[config.mk]
export PLATFORM = sky130hd
export DESIGN_NAME = wshb_rr_arbiter
export DESIGN_NICKNAME = d
export VERILOG_FILES = /design/src/rtl/wshb_arb_pkg.sv /design/src/rtl/wshb_rr_arbiter_rr_picker.sv /design/src/rtl/wshb_rr_arbiter.sv
export SDC_FILE = /design/constraint.sdc
export NUM_CORES = 1
export LEC_CHECK = 0
export ABC_AREA = 1
export BUFFER_PORTS_ARGS = -buffer_cell sky130_fd_sc_hd__buf_4
export CAP_MARGIN = 20
export CORE_AREA = 2 2 119 121
export CTS_CLUSTER_SIZE = 16
export DETAILED_ROUTE_END_ITERATION = 12
export DIE_AREA = 0 0 121 123
export SETUP_SLACK_MARGIN = 0.02
export SYNTH_ARGS = -nofsm -noshare
export SYNTH_HDL_FRONTEND = slang
export SYNTH_HIERARCHICAL = 1
export SYNTH_SLANG_ARGS = --single-unit
[constraint.sdc]
create_clock -name sys_clk -period 3.27 [get_ports sys_clk]
set_input_delay 0.327 -clock sys_clk [delete_from_list [all_inputs] [get_ports sys_clk]]
set_output_delay 0.327 -clock sys_clk [all_outputs]
set_load 0.02 [all_outputs]
[src/rtl/wshb_arb_pkg.sv]
// Shared types and Wishbone cycle-type constants for the SDRAM port arbiter.
package wshb_arb_pkg;

    typedef enum logic [0:0] {
        IDLE  = 1'b0,
        GRANT = 1'b1
    } state_t;

    localparam logic [2:0] CTI_CLASSIC = 3'b000;
    localparam logic [2:0] CTI_INCR    = 3'b010;
    localparam logic [2:0] CTI_EOB     = 3'b111;

endpackage

[src/rtl/wshb_rr_arbiter_rr_picker.sv]
// Round-robin picker: one-hot of the first set request bit at or after ptr_i, wrapping cyclically.
module rr_picker #(
    parameter  int NM = 2,
    localparam int PW = (NM > 1) ? $clog2(NM) : 1
) (
    input  logic [NM-1:0] req_i,
    input  logic [PW-1:0] ptr_i,
    output logic [NM-1:0] pick_o
);

    localparam logic [PW:0] NM_W = (PW+1)'(NM);

    logic [PW:0]   sum_s;
    logic [PW-1:0] idx_s;
    logic          found_s;

    // Scan requesters starting at the pointer; the extra sum bit holds the wrap before the modulo.
    always_comb begin
        pick_o  = '0;
        found_s = 1'b0;
        sum_s   = '0;
        idx_s   = '0;
        for (int i = 0; i < NM; i++) begin
            sum_s = {1'b0, ptr_i} + (PW+1)'(i);
            if (sum_s >= NM_W) begin
                sum_s = sum_s - NM_W;
            end else begin
                sum_s = sum_s;
            end
            idx_s = sum_s[PW-1:0];
            if (!found_s && req_i[idx_s]) begin
                pick_o[idx_s] = 1'b1;
                found_s       = 1'b1;
            end else begin
                found_s = found_s;
            end
        end
    end

endmodule

[src/rtl/wshb_rr_arbiter.sv]
// Round-robin Wishbone arbiter sharing one SDRAM slave port between NM masters,
// with a per-grant termination quota so long bursts cannot starve other masters.
module wshb_rr_arbiter
    import wshb_arb_pkg::*;
#(
    parameter  int NM       = 2,
    parameter  int DW       = 32,
    parameter  int AW       = 32,
    parameter  int MAX_XFER = 16,
    localparam int SW       = DW / 8
) (
    input  logic                   sys_clk,
    input  logic                   sys_rst_n,
    input  logic [NM-1:0]          m_cyc,
    input  logic [NM-1:0]          m_stb,
    input  logic [NM-1:0]          m_we,
    input  logic [NM-1:0][AW-1:0]  m_adr,
    input  logic [NM-1:0][DW-1:0]  m_dat_ms,
    input  logic [NM-1:0][SW-1:0]  m_sel,
    input  logic [NM-1:0][2:0]     m_cti,
    input  logic [NM-1:0][1:0]     m_bte,
    output logic [NM-1:0]          m_ack,
    output logic [NM-1:0]          m_err,
    output logic [NM-1:0]          m_rty,
    output logic [DW-1:0]          m_dat_sm,
    output logic                   s_cyc,
    output logic                   s_stb,
    output logic                   s_we,
    output logic [AW-1:0]          s_adr,
    output logic [DW-1:0]          s_dat_ms,
    output logic [SW-1:0]          s_sel,
    output logic [2:0]             s_cti,
    output logic [1:0]             s_bte,
    input  logic                   s_ack,
    input  logic                   s_err,
    input  logic                   s_rty,
    input  logic [DW-1:0]          s_dat_sm,
    output logic [NM-1:0]          gnt
);

    localparam int            PW       = (NM > 1) ? $clog2(NM) : 1;
    localparam int            CW       = (MAX_XFER > 0) ? $clog2(MAX_XFER + 1) : 1;
    localparam logic          QUOTA_EN = (MAX_XFER > 0);
    localparam logic [CW-1:0] CNT_SAT  = CW'(MAX_XFER);
    localparam logic [CW-1:0] CNT_LAST = (MAX_XFER > 0) ? CW'(MAX_XFER - 1) : '0;
    localparam logic [PW-1:0] IDX_LAST = PW'(NM - 1);

    state_t        state_q, state_d;
    logic [NM-1:0] gnt_q, gnt_d, pick_s;
    logic [PW-1:0] ptr_q, ptr_d, gidx_s;
    logic [CW-1:0] cnt_q, cnt_d;
    logic          term_s, others_s, quota_s, release_s;

    rr_picker #(.NM(NM)) u_picker (
        .req_i  (m_cyc),
        .ptr_i  (ptr_q),
        .pick_o (pick_s)
    );

    // Binary index of the one-hot grant, used to steer the muxes.
    always_comb begin
        gidx_s = '0;
        for (int i = 0; i < NM; i++) begin
            if (gnt_q[i]) begin
                gidx_s = PW'(i);
            end else begin
                gidx_s = gidx_s;
            end
        end
    end

    // Quota release waits for a non-incrementing beat so a linear burst is never split.
    assign term_s    = (state_q == GRANT) && (s_ack || s_err || s_rty);
    assign others_s  = |(m_cyc & ~gnt_q);
    assign quota_s   = QUOTA_EN && term_s && (cnt_q >= CNT_LAST) && (m_cti[gidx_s] != CTI_INCR) && others_s;
    assign release_s = (state_q == GRANT) && (!m_cyc[gidx_s] || quota_s);
    assign gnt       = gnt_q;

    // State register with asynchronous reset.
    always_ff @(posedge sys_clk or negedge sys_rst_n) begin
        if (!sys_rst_n) begin
            state_q <= IDLE;
            gnt_q   <= '0;
            ptr_q   <= '0;
            cnt_q   <= '0;
        end else begin
            state_q <= state_d;
            gnt_q   <= gnt_d;
            ptr_q   <= ptr_d;
            cnt_q   <= cnt_d;
        end
    end

    // Next-state logic: grant from IDLE, release back to IDLE; cnt saturates instead of wrapping.
    always_comb begin
        state_d = state_q;
        gnt_d   = gnt_q;
        ptr_d   = ptr_q;
        cnt_d   = cnt_q;
        case (state_q)
            IDLE: begin
                cnt_d = '0;
                if (|m_cyc) begin
                    gnt_d   = pick_s;
                    state_d = GRANT;
                end else begin
                    gnt_d   = '0;
                    state_d = IDLE;
                end
            end
            GRANT: begin
                if (release_s) begin
                    gnt_d   = '0;
                    cnt_d   = '0;
                    state_d = IDLE;
                    ptr_d   = (gidx_s == IDX_LAST) ? '0 : gidx_s + 1'b1;
                end else if (term_s && (cnt_q != CNT_SAT)) begin
                    cnt_d = cnt_q + 1'b1;
                end else begin
                    cnt_d = cnt_q;
                end
            end
            default: begin
                state_d = IDLE;
                gnt_d   = '0;
                ptr_d   = '0;
                cnt_d   = '0;
            end
        endcase
    end

    // Output muxes: slave side follows the granted master, responses go to that master only.
    always_comb begin
        s_cyc    = 1'b0;
        s_stb    = 1'b0;
        s_we     = 1'b0;
        s_adr    = '0;
        s_dat_ms = '0;
        s_sel    = '0;
        s_cti    = '0;
        s_bte    = '0;
        m_ack    = '0;
        m_err    = '0;
        m_rty    = '0;
        m_dat_sm = s_dat_sm;
        if (state_q == GRANT) begin
            s_cyc    = m_cyc[gidx_s];
            s_stb    = m_stb[gidx_s];
            s_we     = m_we[gidx_s];
            s_adr    = m_adr[gidx_s];
            s_dat_ms = m_dat_ms[gidx_s];
            s_sel    = m_sel[gidx_s];
            s_cti    = m_cti[gidx_s];
            s_bte    = m_bte[gidx_s];
            m_ack    = gnt_q & {NM{s_ack}};
            m_err    = gnt_q & {NM{s_err}};
            m_rty    = gnt_q & {NM{s_rty}};
        end else begin
            s_cyc = 1'b0;
        end
    end

endmodule

==> results summary <==
The flow ran to the end, and the final reports show no timing, DRC or antenna violations. The die boundary width is around 120 um. The antenna diode instance count is 0. The floorplan step defined a die boundary enclosing roughly 15000 um2. The die height came out at around 120 um. Max-cap violations in this run came to 0. The number of input and output port buffers inserted came out at 240. The total of flip-flops plus latches after synthesis came out at 9. In this run the worst setup path begins at gnt[1]$_DFFE_PN0P_. For the finished layout, the period the worst path requires is 2.16 ns. In this run the worst path has a maximum fanout of 79.

The path class of the tightest hold or removal check is primary input to register. The portion of the post-synthesis area used by sequential elements is 0.114. In the layout the commonest cells are sky130_fd_sc_hd__buf_4 (243), sky130_fd_sc_hd__nor2_1 (154), sky130_fd_sc_hd__o21ai_0 (58). Dividing the final minimum period by the clock period gives 0.660. The cell count after synthesis came out at 375. The worst reg2reg path startpoint is state_q$_DFF_PN0_.

Based on the critical path, the design can be clocked at up to 463 MHz. The post-synthesis net count is around 570. The share of synthesized area in the top cell type comes to 0.292. The number of antenna-violating nets in the routed design came out at 0. The maximum number of pins on one net before global-route repair is 80. The number of antenna violations at the first check in global routing is 0. The data required time of the critical path came out at 2.94 ns. The synthesis-to-finish area growth came out at 89.3%. The start-to-end type of the worst setup path is register to primary output. The average footprint of a synthesized cell is approximately 5.3 um2. The total number of nets in the final design is around 760. STA classifies the critical path startpoint as a register. The buffer levels on the longest clock path is 2.

In the post-synthesis netlist, the biggest area contributors are sky130_fd_sc_hd__nor2_1 (29%), sky130_fd_sc_hd__buf_4 (15%), sky130_fd_sc_hd__o21ai_0 (15%). The leakage power summed over all cells is around 2.0 nW. The first routing iteration left 89 violations. The biggest area contributor in the post-synthesis netlist is sky130_fd_sc_hd__nor2_1. The via density per instance came out at 3.93. Setup repair after global routing left no endpoint under its margin. In the final routed layout, each cell accounts on average for 13.2 um.

For this configuration, the core starts out at a cell density of 0.145. The count of clock tree sinks came out at 9. Yosys printed 6 warnings. The maximum vdd drop came out at about 0.29 mV. Setup violations remaining at the end of the flow were counted as 0.

Post-CTS timing repair inserted 0 buffers for setup. The final count of pins violating max slew came out at 0. The first detailed-routing pass ran for 4 iterations.

The clock latency on the worst-skew pair is roughly 0.24 ns. The number of DRC violations after detailed routing came out at 0. In the final layout, the share of cells above drive strength 1 is 0.466. At the pin with the least slew margin, the transition time is between 0.8 and 0.9 ns. The arrival time of data at the critical path endpoint came out at 1.83 ns.

The final RePlAce weighted congestion came out at 0.775. Buffers inserted during clock tree synthesis total 3. The worst hold path stage count is 4. The worst clock skew on the final layout is approximately 0.0031 ns. The accumulated negative setup slack is 0 ns. The worst register-to-register path has a depth of 6. The global-route wire length before repair is between 10000 and 15000 um.

The power per cell area came out at roughly 800 nW/um2. The via count of the first global-routing pass is 2711. In this run the core area contains 43 standard-cell rows. Once layout is complete, the utilization of the core stands at 0.275. The placed wire-length estimate is between 7000 and 8000 um. The number of top-level pins is just over 300. The core region is roughly 14000 um2. The clock transition at the registers of the reported paths is around 0.04 ns. The synthesized cell area came out at approximately 2000 um2. The final wirelength is a little under 10000 um. The relative slew slack is 0.464. After synthesis, the netlist uses 28 different library cells. The endpoint kind of the worst setup timing path is a primary output. The aggregate global-route resource usage is 0.120. The final route contains slightly below 3000 vias. The startpoint identified for the worst hold timing path is m_cyc[1]. TritonCTS built the clock tree. The residual overflow from global routing came out at 0. The count of H-tree levels built during CTS came out at 1. The library cell used most frequently in the layout, excluding fill and tap cells, is sky130_fd_sc_hd__buf_4.

The count of final hold-check violations is 0. Fill cells in the final layout number around 1500. Clock tree synthesis selected as its root buffer the cell sky130_fd_sc_hd__clkbuf_16.
## final timing paths
check	end	slack, ns
max in group asynchronous	gnt[1]$_DFFE_PN0P_	2.66
worst max register to register	cnt_q[4]$_DFFE_PN0P_	1.40
min in group asynchronous	cnt_q[1]$_DFFE_PN0P_	0.46
worst max-delay path	s_cyc	1.11
worst min register to register	ptr_q$_DFFE_PN0P_	0.50
worst min-delay path	gnt[0]$_DFFE_PN0P_	0.44
## layout make-up
class                      instances  area (um2)  area share
clock buffer                       4        78.8      0.0210
inverter                          22        85.1      0.0227
multi-input combinational        287        1290       0.345
sequential                         9         228      0.0608
tap                              180         225      0.0601
timing repair buffer             244        1830       0.490
## cells in the mapped netlist
cell type,count
sky130_fd_sc_hd__nor2_1,154
sky130_fd_sc_hd__nand2_4,1
sky130_fd_sc_hd__o21ai_2,1
sky130_fd_sc_hd__clkbuf_1,14
sky130_fd_sc_hd__nand2_1,27
sky130_fd_sc_hd__xor2_1,2
sky130_fd_sc_hd__nor2_4,1
sky130_fd_sc_hd__nand3_1,5
sky130_fd_sc_hd__inv_4,1
sky130_fd_sc_hd__nor3_1,3
sky130_fd_sc_hd__buf_6,1
sky130_fd_sc_hd__ha_1,3
sky130_fd_sc_hd__nor2_2,1
sky130_fd_sc_hd__nand4_1,2
sky130_fd_sc_hd__a21oi_1,3
sky130_fd_sc_hd__or2_1,1
sky130_fd_sc_hd__buf_2,2
sky130_fd_sc_hd__inv_1,17
sky130_fd_sc_hd__o21ai_0,58
sky130_fd_sc_hd__nand2_2,3
sky130_fd_sc_hd__a21oi_2,3
sky130_fd_sc_hd__o21ai_1,17
sky130_fd_sc_hd__nand3_4,1
sky130_fd_sc_hd__dfrtp_1,9
sky130_fd_sc_hd__inv_2,3
sky130_fd_sc_hd__buf_4,40
sky130_fd_sc_hd__nand3_2,1
sky130_fd_sc_hd__clkinv_1,1
## sequential cells by signal (all words and copies together) (netlist names)
| name | count |
|---|---|
| state_q | 1 |
| cnt_q | 5 |
| gnt | 2 |
| ptr_q | 1 |
## logic make-up (layout without fill, tap and decap cells)
| logic type | after synthesis | after routing | share of synthesized area |
|---|---|---|---|
| AND/OR/NAND/NOR | 200 | 200 | 0.411 |
| flip-flops | 9 | 9 | 0.114 |
| AO/OA/AOI/OAI | 82 | 82 | 0.215 |
| XOR/XNOR | 2 | 2 | 0.00886 |
| buffers and inverters | 79 | 270 | 0.232 |
| adder cells (fa/ha/maj) | 3 | 3 | 0.0190 |
## report_power, final
| part | internal (mW) | total [mW] | switching [mW] |
|---|---|---|---|
| sequential | 0.145 | 0.213 | 0.0680 |
| combinational | 0.981 | 2.56 | 1.58 |
| clock | 0.163 | 0.218 | 0.0550 |
| total | 1.29 | 2.99 | 1.70 |
## critical path, cell delays in order, from the launching register on
cell	delay [ns]
sky130_fd_sc_hd__dfrtp_2	0.37
sky130_fd_sc_hd__buf_4	0.56
sky130_fd_sc_hd__o21ai_1	0.23
sky130_fd_sc_hd__nor2_2	0.20
sky130_fd_sc_hd__buf_4	0.18
## stage by stage
step	hold WS (ns)	worst slack [ns]	power [mW]	cell area (um2)	cells
floorplan	0.0314	1.63	1.79	1980	375
global placement	0.158	1.33	2.82	3660	741
detailed placement	0.160	1.35	2.81	3660	741
CTS	0.427	1.09	3.04	3740	746
global route	0.471	0.930	3.26	3740	746
finish	0.439	1.11	2.99	3740	746
## timing repair
item / CTS / global route
setup endpoints to repair: 0 / 0
hold buffers: 1 / 0
endpoints found under the hold margin: 9 / 0
gates resized for setup: 0 / 0
## metal layers
layer	track usage	share of wire	up-vias
li1	-	-	1527
met1	0.138	0.38	1202
met2	0.216	0.48	185
met3	0.0351	0.12	15
met4	0.0349	0.021	0
met5	0	0	-
Note: power is estimated with default switching activity, not from simulation.
